[src/rtl/bcd_stopwatch_ctrl.sv]
// Three-digit BCD stopwatch sequencer: tick prescaler, run/pause/clear FSM and
// a count register advanced through one bcd_inc instance per prescaler tick.

module bcd_inc (
    input  logic [11:0] bcd_in,
    output logic [11:0] bcd_out,
    output logic        carry_out
);
    always_comb begin
        bcd_out   = bcd_in;
        carry_out = 1'b0;
        if (bcd_in[3:0] != 4'd9) begin
            bcd_out[3:0] = bcd_in[3:0] + 4'd1;
        end else begin
            bcd_out[3:0] = 4'd0;
            if (bcd_in[7:4] != 4'd9) begin
                bcd_out[7:4] = bcd_in[7:4] + 4'd1;
            end else begin
                bcd_out[7:4] = 4'd0;
                if (bcd_in[11:8] != 4'd9) begin
                    bcd_out[11:8] = bcd_in[11:8] + 4'd1;
                end else begin
                    bcd_out[11:8] = 4'd0;
                    carry_out     = 1'b1;
                end
            end
        end
    end
endmodule

module bcd_stopwatch_ctrl #(
    parameter int unsigned TICK_DIV = 10_000_000,
    parameter bit          WRAP     = 1'b1
) (
    input  logic        clk,
    input  logic        rst,
    input  logic        start_stop,
    input  logic        clear,
    output logic [11:0] bcd,
    output logic        running,
    output logic        tick,
    output logic        wrap,
    output logic        done
);
    localparam int unsigned PW = (TICK_DIV > 1) ? $clog2(TICK_DIV) : 1;
    localparam logic [PW-1:0] PRE_LAST = PW'(TICK_DIV - 1);

    localparam logic [1:0] S_IDLE  = 2'd0;
    localparam logic [1:0] S_RUN   = 2'd1;
    localparam logic [1:0] S_PAUSE = 2'd2;
    localparam logic [1:0] S_DONE  = 2'd3;

    logic [1:0]    state_q, state_nx;
    logic [PW-1:0] pre_q, pre_nx;
    logic [11:0]   bcd_nx, inc_out;
    logic          inc_carry, tick_nx, wrap_nx;

    bcd_inc u_inc (
        .bcd_in   (bcd),
        .bcd_out  (inc_out),
        .carry_out(inc_carry)
    );

    always_comb begin
        state_nx = state_q;
        pre_nx   = pre_q;
        bcd_nx   = bcd;
        tick_nx  = 1'b0;
        wrap_nx  = 1'b0;
        if (clear) begin
            state_nx = S_IDLE;
            pre_nx   = '0;
            bcd_nx   = '0;
        end else begin
            case (state_q)
                S_IDLE: begin
                    pre_nx = '0;
                    if (start_stop) state_nx = S_RUN;
                end
                S_RUN: begin
                    if (pre_q == PRE_LAST) begin
                        pre_nx = '0;
                        // Saturating mode: the step out of 999 is swallowed and lands in DONE.
                        if (inc_carry && !WRAP) begin
                            state_nx = S_DONE;
                        end else begin
                            bcd_nx  = inc_out;
                            tick_nx = 1'b1;
                            wrap_nx = inc_carry;
                            if (start_stop) state_nx = S_PAUSE;
                        end
                    end else begin
                        pre_nx = pre_q + PW'(1);
                        if (start_stop) state_nx = S_PAUSE;
                    end
                end
                S_PAUSE: begin
                    if (start_stop) state_nx = S_RUN;
                end
                default: begin
                    pre_nx = '0;
                end
            endcase
        end
    end

    always_ff @(posedge clk) begin
        if (rst) begin
            state_q <= S_IDLE;
            pre_q   <= '0;
            bcd     <= '0;
            running <= 1'b0;
            tick    <= 1'b0;
            wrap    <= 1'b0;
            done    <= 1'b0;
        end else begin
            state_q <= state_nx;
            pre_q   <= pre_nx;
            bcd     <= bcd_nx;
            running <= (state_nx == S_RUN);
            tick    <= tick_nx;
            wrap    <= wrap_nx;
            done    <= (state_nx == S_DONE);
        end
    end
endmodule
[config.mk]
export PLATFORM = sky130hd
export DESIGN_NAME = bcd_stopwatch_ctrl
export DESIGN_NICKNAME = d
export VERILOG_FILES = /design/src/rtl/bcd_stopwatch_ctrl.sv
export SDC_FILE = /design/constraint.sdc
export NUM_CORES = 1
export LEC_CHECK = 0
export ABC_AREA = 1
export ABC_CLOCK_PERIOD_IN_PS = 2600
export BUFFER_PORTS_ARGS = -buffer_cell sky130_fd_sc_hd__buf_2
export CAP_MARGIN = 25
export CORE_MARGIN = 1.5
export CORE_UTILIZATION = 50
export CTS_BUF_LIST = sky130_fd_sc_hd__clkbuf_2
export DETAILED_ROUTE_END_ITERATION = 16
export PLACE_DENSITY = 0.68
export SLEW_MARGIN = 20
export SYNTH_ARGS = -nofsm -noshare
export SYNTH_HDL_FRONTEND = slang
export SYNTH_HIERARCHICAL = 1
export SYNTH_SLANG_ARGS = --single-unit
[constraint.sdc]
create_clock -name clk -period 2.6 [get_ports clk]
set_input_delay 0.52 -clock clk [delete_from_list [all_inputs] [get_ports clk]]
set_output_delay 0.52 -clock clk [all_outputs]
set_load 0.01 [all_outputs]
Word-level counts from Yosys, hierarchy flattened --
Index checks and enable logic that the tools add are counted.
Word-level totals: flip-flop bits (word level) 42, bits of input ports 4, output and inout port bits 16, logic and storage cells 44
Operators by class: add/subtract/negate cells 4, eq/ne operators 8, mux-type cells 11, bitwise gates (word level) 4, reductions and logical operators 8
Operator list (count):
- $pmux W24 S2 | 1
- $add A24 B1 Y24 const B | 1
- $eq A24 B24 Y1 const B | 1
- $mux W24 | 1
- $add A4 B1 Y4 const B | 3
- $mux W4 | 3
- $ne A4 B4 Y1 const B | 3
- $mux W2 | 3
- $reduce_or A6 Y1 | 1
- $eq A2 B1 Y1 const B | 2
- $eq A2 B2 Y1 const B | 2
- $not A1 Y1 | 4
- $pmux W2 S2 | 1
- $reduce_and A4 Y1 | 1
- $reduce_or A2 Y1 | 2
- $reduce_and A3 Y1 | 1
- $reduce_or A3 Y1 | 1
- $logic_not A2 Y1 | 1
- $mux W1 | 2
- $reduce_and A2 Y1 | 1

Logic depth before layout (Yosys ltp) --
Gate-level depths: netlist of the first run.
word-level depth 5, depth in mapped cells 10, depth with buffers taken out 10

Hierarchy --
The synthesis of the first run kept the hierarchy.
By module, submodules not included:
- bcd_stopwatch_ctrl | instances 1, cells an instance 342, area an instance 2242.2 sq um, seq. area each 840.8 sq um
- bcd_inc | instances 1, cells an instance 62, area an instance 310.3 sq um, seq. area each 0.0 sq um

Least setup slack after synthesis of the first run --
OpenSTA, ideal clock, no wires.
kind register to register, start point register pre_q[0], end point register bcd[4], library setup time 116 ps, arrival 1336 ps, required time 2484 ps, path slack 1148 ps, cell stages (with the launch flop) 10, path buffers 1, period minus slack after synthesis 1452 ps, cell sequence dfxtp_1 -> ha_1 -> nand2_1 -> inv_1 -> nand2_4 -> nor2_4 -> nand3_4 -> buf_6 -> o21ai_1 -> a21oi_1
On the way: word-level cells in the longest chain between the ends 2
RTL lines:
- start: declaration | line 54 | logic [PW-1:0] pre_q, pre_nx;
- start signal: assignment | line 118 | pre_q <= pre_nx;
- $eq A24 B24 Y1 | line 81 | if (pre_q == PRE_LAST) begin
- $reduce_and A3 Y1 (no line)
- end signal: assignment | line 119 | bcd <= bcd_nx;
- end: declaration | line 39 | output logic [11:0] bcd,
No other way between the ends. A chain may end at the register's enable or synchronous reset.

Worst setup path in the final report of the first run --
start point register pre_q[0], end point register pre_q[7]
On the way: word-level cells in the longest chain between the ends 3, elaborated cells between the ends (all ways) 4, those cells by class 1 x add/sub; 1 x eq/ne; 2 x mux
RTL lines:
- $add A24 B1 Y24 or $eq A24 B24 Y1 (tied branches) | line 93, 81
- $mux W24 * | line 81
- $pmux W24 S2 * | line 75 | case (state_q)
Mark *: on every way between the ends. The rest lies on a longest branch, timed or not.

==> impl_metrics.csv, run 1 <==
group,metric,value,unit
worst_setup_path,worst-path-max-fanout,14,
layout,syn_to_final_growth,7.35,%
synthesis,postSynthAreaPerCell,6.32,um^2
clocking,htreeDepth,2,
detailed_routing,drt-total-wl,5.66,mm
worst_setup_path,crit_path_start_kind,"flip-flop",
power,swShare,27.3,%
timing,rsz0062_at_grt,"no",
floorplan,core,4820,um^2
clocking,postCtsSetupBuffers,0,
timing,finalCritPeriodShare,72.9,%
power,pwr-share-seq,64.3,%
clocking,clk_path_buf_depth,2,
synthesis,synth.area.top_cells,"dfxtp_1 (33%), nand2_1 (16%), inv_1 (8.7%)",
synthesis,synth_enable_flop_cells,0,
hold_path,hold_depth,2,
power,internal_power,0.000734,W
detailed_routing,routed_via_density,4.99,
global_routing,grt_pass1_wl,9.51,mm
timing,setup_tns,0,ns
timing,period_minus_slack,1.90,ns
power,peakVddDrop,0.293,mV
power,p_sw,0.000276,W
clocking,root_buffer,"clkbuf_2",
floorplan,die_w,74.5,um
synthesis,synthCells,404,
detailed_routing,vias,2449,
power,power.density,369,nW/um^2
detailed_routing,first_pass_iters,4,
global_routing,grt_max_degree,28,
worst_setup_path,r2r_cells,8,
clocking,clkTransAtPathRegs,0.24,ns
timing,setup_viol,0,
detailed_routing,ant_nets,0,
synthesis,yosysWarnings,6,
layout,fin_area,2740,um^2
clocking,cts_buffers,5,
power,leakagePower,1.03,nW
clocking,cts_resized,0,
outcome,outcome,"finished clean",
timing,fmax,528,MHz
hold_path,hp-class,"in -> reg",
synthesis,ys_types,33,
floorplan,num_rows,25,
timing,hold_viol_final,0,
layout,drive_gt1_share,13.9,%
global_routing,grt_usage,22.1,%
power,p_clk_share,30.8,%
worst_setup_path,required,2.97,ns
global_routing,grt_pass1_vias,2127,
floorplan,die_area,5540,um^2
global_routing,antenna_found_initial,0,
clocking,ctsHoldBuffers,0,
placed_design,port_buffers,19,
synthesis,synthesis.nets,409,
flow_run,max-cap-violations,0,
placed_design,routabilityCongestion,0.896,
clocking,cts_sinks,42,
worst_setup_path,cp-end-kind,"flip-flop",
floorplan,initial_core_util,53.0,%
detailed_routing,wl_per_cell,11.5,um
worst_setup_path,worstSetupPathType,"reg -> reg",
clocking,insertion_delay,0.43,ns
synthesis,netlist_area,2550,um^2
detailed_routing,drcViolationCount,0,
worst_setup_path,crit_arrival,2.27,ns
floorplan,ios,20,
global_routing,global_route.overflow_total,0,
synthesis,yosys.area.top_type,"dfxtp_1",
timing,slew_headroom,54.6,%
layout,finalNetCount,428,
layout,antennaDiodeCount,0,
floorplan,fp.dieH,74.5,um
placed_design,place_hpwl,4.05,mm
layout,fin_util,56.9,%
synthesis,ys.flop_type,"dfxtp_1",
timing,fin_skew,0.0163,ns
timing,worstMarginPinSlew,0.681,ns
detailed_routing,drt-initial-drc-count,177,
power,combPwrFrac,4.9,%
synthesis,synth_top_area_share,32.9,%
clocking,cts_tree,"built",
placed_design,postPlaceCellArea,2690,um^2
timing,drv_slew,0,
synthesis,yosys_register_bits,42,
synthesis,ys_async_sr_fraction,0,%
synthesis,seq_area_frac_synth,32.9,%
[per-layer routing]
layer	vias up	global-route usage, %	wire length (um)
li1	1311	-	-
met2	61	34.8	2510
met4	0	6.67	57
met3	8	4.07	331
met5	-	0	0
met1	1069	30.8	2760
[through the flow]
stage | hold WS, ns | cells | setup WS, ns | total power [W]
detailed placement | 0.470 | 483 | 0.717 | 0.000712
CTS | 0.201 | 491 | 0.666 | 0.00102
finish | 0.229 | 491 | 0.705 | 0.00101
global route | 0.195 | 491 | 0.474 | 0.00105
floorplan | 0.458 | 404 | 1.15 | 0.000697
global placement | 0.467 | 483 | 0.783 | 0.000711
[cell usage after synthesis, drive strengths merged, types with 2 or more instances]
cell and count:
a21oi 36, nand2 115, buf 6, nand3 29
o21ai 29, nand4 6, nor3 4, inv 61
clkinv 2, xnor2 2, dfxtp 42, clkbuf 4
nor2 56, xor2 5
[cells in the final DEF (no fill, tap or decap)]
master	count
inv_6	1
clkinvlp_4	1
xor2_1	5
nor4_1	1
nand2_2	7
o21ai_0	18
ha_1	1
dfxtp_1	42
nor2_1	47
clkinv_2	1
or2_2	1
buf_2	19
o21ai_1	8
nor2_2	4
a211oi_1	1
a21oi_1	33
inv_1	59
nor2_4	4
inv_2	2
o21bai_1	1
nand2_4	2
buf_4	3
xnor2_1	2
clkinv_1	1
nand2_1	106
a21boi_0	1
nor2_8	1
nand3_4	1
nor3_1	4
nand4_1	6
a22oi_1	1
o21ai_2	3
clkbuf_2	5
clkinv_4	1
nand3_1	28
a21oi_2	3
[power groups by stage]
stage          sequential [W]  combinational (W)  clock, W
4_1_cts              0.000651          0.0000495  0.000323
3_3_place_gp         0.000662          0.0000491         0
2_1_floorplan        0.000663          0.0000342         0
3_5_place_dp         0.000662          0.0000494         0
5_1_grt              0.000651          0.0000557  0.000347
6_report             0.000650          0.0000494  0.000311
[path summary, 6_finish.rpt]
| path | from | endpoint | slack, ns |
|---|---|---|---|
| worst max-delay path | pre_q[0] | pre_q[7] | 0.70 |
| worst min-delay path | rst | state_q[1] | 0.23 |
| worst max register to register | pre_q[0] | pre_q[7] | 0.70 |
| worst min register to register | bcd[3] | bcd[3] | 0.50 |
[sequential cells by signal, summed over array words and instances (netlist names)]
name and flops:
pre_q 24, bcd 12, state_q 2, done 1
running 1, tick 1, wrap 1
[worst max-delay path: stages (launching register included)]
cell and delay, ns:
dfxtp_1 0.39, ha_1 0.24, nand2_1 0.11, inv_1 0.07
nand2_4 0.09, nor2_4 0.05, a21oi_2 0.54, o21ai_0 0.19
a21oi_1 0.15
[final cells by class]
cell class	instances	area, um^2
inverters	63	238
multi-input cells	289	1410
flip-flops and latches	42	841
clock inverters	3	25.0
repair buffers	22	118
clock buffers	5	25.0
well taps	67	83.8
fillers	516	2080
[cells by family after synthesis]
logic type | synth area share (%)
compound gates | 14.8
simple gates | 37.5
fa+ha+maj | 0.490
buf+inv | 11.8
xor+xnor | 2.40
flops | 32.9
Power figures use the tool's default switching activity.
==> run 2, diff against run 1 <==
ABC_AREA = 0   (was 1)
ABC_CLOCK_PERIOD_IN_PS = 2000   (was 2600)
PLACE_DENSITY = 0.69   (was 0.68)
clock period = 2 ns   (was 2.6 ns; I/O delays follow)
==> impl_metrics.csv, run 2 <==
group,metric,value,unit
worst_setup_path,r2r_slack,0.03,ns
timing,rsz0062_at_grt,"yes",
floorplan,die_w,69.8,um
placed_design,place_hpwl,3.31,mm
detailed_routing,wl_per_cell,13.9,um
global_routing,global_route.overflow_total,0,
timing,drv_slew,0,
synthesis,synthCells,267,
synthesis,ys.flop_type,"dfxtp_1",
layout,syn_to_final_growth,16.2,%
detailed_routing,ant_nets,0,
layout,fin_area,2590,um^2
synthesis,yosys.area.top_type,"dfxtp_1",
floorplan,fp.dieH,69.8,um
global_routing,grt_max_degree,25,
placed_design,dp.cells,346,
hold_path,min_from,"start_stop",
placed_design,routabilityCongestion,0.863,
floorplan,core,4320,um^2
detailed_routing,drt-total-wl,4.92,mm
synthesis,ys_types,49,
timing,setup_viol,0,
hold_path,min_to,"state_q[0]",
layout,final_cell_mix,"dfxtp_1 (39), nor2_1 (29), nand2_1 (22)",
worst_setup_path,worstSetupPathType,"reg -> reg",
worst_setup_path,crit_arrival,2.31,ns
detailed_routing,first_pass_iters,4,
flow_run,max-cap-violations,0,
layout,largestRegisters,"pre_q: 24 flops, bcd: 12 flops, state_q: 2 flops",
power,leakagePower,0.902,nW
detailed_routing,drt-initial-drc-count,107,
synthesis,yosys_register_bits,42,
detailed_routing,routed_via_density,5.68,
outcome,outcome,"finished clean",
hold_path,hold_depth,2,
worst_setup_path,critical_path.max_stage_delay,0.58,ns
layout,fillers,421,
layout,final_common_cell,"dfxtp_1",
worst_setup_path,path_delay_family,"simple AND/OR/NAND/NOR gates",
power,power.density,478,nW/um^2
synthesis,netlist_area,2230,um^2
timing,hold_viol_final,0,
synthesis,synth_top_area_share,37.7,%
floorplan,initial_core_util,51.6,%
timing,hold-worst-slack,0.202,ns
synthesis,yosysWarnings,6,
global_routing,antenna_found_initial,0,
timing,fin_skew,0.0208,ns
timing,fmax,506,MHz
layout,fin_cells,355,
clocking,ctsHoldBuffers,0,
global_routing,grt_usage,20.3,%
timing,finalCritPeriodShare,98.7,%
hold_path,hp-class,"in -> reg",
layout,drive_gt1_share,21.8,%
worst_setup_path,crit_chain,"ha_4, nand3_4, or4_4, nor3_4, clkbuf_16, mux2i_1, nor2_1",
clocking,root_buffer,"clkbuf_2",
clocking,cts_tree,"built",
clocking,clk_path_buf_depth,2,
synthesis,yosysMostFrequentCell,"dfxtp_1",
worst_setup_path,worstPathBufferInverterCount,1,
synthesis,synth.area.top_cells,"dfxtp_1 (38%), mux2i_1 (6.7%), nor2_1 (4.9%)",
layout,fin_util,59.9,%
worst_setup_path,r2r_cells,7,
layout,antennaDiodeCount,0,
synthesis,synth_enable_flop_cells,0,
clocking,cts_sinks,42,
clocking,cts_buffers,5,
layout,finalNetCount,308,
worst_setup_path,cp-end-kind,"flip-flop",
timing,period_minus_slack,1.97,ns
floorplan,die_area,4870,um^2
power,power,0.00124,W
placed_design,postPlaceCellArea,2490,um^2
worst_setup_path,slowest_stage,"or4_4",
clocking,insertion_delay,0.41,ns
worst_setup_path,crit_path_start_kind,"flip-flop",
detailed_routing,vias,2016,
synthesis,seq_area_frac_synth,37.7,%
synthesis,synthesis.nets,272,
timing,slew_headroom,69.8,%
floorplan,ios,20,
layout,largest_reg_flops,24,
worst_setup_path,worst-path-max-fanout,6,
global_routing,grt_pass1_wl,8.17,mm
timing,worstMarginPinSlew,0.449,ns
global_routing,grt_pass1_vias,1788,
clocking,htreeDepth,2,
synthesis,synth_common_cells,"dfxtp_1 (42), nor2_1 (29), nand2_1 (22)",
power,peakVddDrop,0.454,mV
layout,regMostFlops,"pre_q",
placed_design,port_buffers,19,
worst_setup_path,required,2.34,ns
clocking,clkTransAtPathRegs,0.21,ns
synthesis,ys_async_sr_fraction,0,%
worst_setup_path,reg2reg_to,"bcd[6]",
floorplan,num_rows,24,
worst_setup_path,r2r_start,"pre_q[0]",
synthesis,postSynthAreaPerCell,8.36,um^2
detailed_routing,drcViolationCount,0,
## run 2: changes by cell type in the layout (fill, tap and decap cells not counted), sizes merged, moves of 6 or more
cell   previous run  this run
nor2             56        29
nand3            29        23
nor2b             0         6
o21ai            29        14
mux2i             0        15
nand2           115        22
inv              62        11
buf              22        38
or3               0        12
a21oi            36        16
## run 2: how the worst max path moves through the flow
stage          startpoint     end  slack, ns  depth (start not counted)
6_report         pre_q[0]  bcd[6]       0.03                          7
5_1_grt          pre_q[0]  bcd[4]      -0.08                          7
4_1_cts         pre_q[14]  bcd[6]      0.008                          6
3_5_place_dp    pre_q[14]  bcd[6]       0.04                          6
3_3_place_gp    pre_q[14]  bcd[2]       0.06                          6
2_1_floorplan    pre_q[1]  bcd[0]       0.02                          7
## run 2: timing repair
| action | 4_1_cts | 5_1_grt |
|---|---|---|
| resized for setup | 0 | 7 |
| buffers inserted | 0 | 1 |
| endpoints found under the setup margin | 0 | 21 |
## run 2: metrics by stage
stage / worst slack (ns) / setup TNS (ns)
detailed placement: 0.0384 / 0
global route: -0.0772 / -0.584
floorplan: 0.0167 / 0
finish: 0.0256 / 0
global placement: 0.0649 / 0
CTS: 0.00778 / 0
## run 2: final cells by class
class / instances / area, um^2 / share of cell area [%]
Inverter: 11 / 41.3 / 1.59
Tap cell: 52 / 65.1 / 2.51
Multi-Input combinational cell: 204 / 1320 / 51.1
Sequential cell: 42 / 847 / 32.7
Timing Repair Buffer: 39 / 279 / 10.8
Clock inverter: 2 / 10.0 / 0.386
Clock buffer: 5 / 25.0 / 0.966
## run 2: cells by family (layout without fill, tap and decap cells)
| logic type | after synthesis | after routing | share of synthesized area [%] |
|---|---|---|---|
| mux | 19 | 19 | 9.09 |
| fa+ha+maj | 1 | 1 | 0.561 |
| buf+inv | 21 | 57 | 4.43 |
| simple gates | 131 | 131 | 32.5 |
| flops | 42 | 42 | 37.7 |
| xor+xnor | 6 | 6 | 2.36 |
| compound gates | 47 | 47 | 13.3 |
## run 2: where the power goes
group / internal [W] / switching [W] / leakage (nW)
registers: 0.000840 / 0.00000281 / 0.340
clock network: 0.0000758 / 0.000276 / 0.0286
logic: 0.0000170 / 0.0000270 / 0.533
## run 2: per-layer routing
layer / wire [um] / vias up / track usage [%]
met1: 2380 / 921 / 27.9
met5: 0 / - / 0
li1: - / 1046 / -
met2: 2250 / 41 / 31.6
met4: 78 / 0 / 6.62
met3: 210 / 8 / 4.51
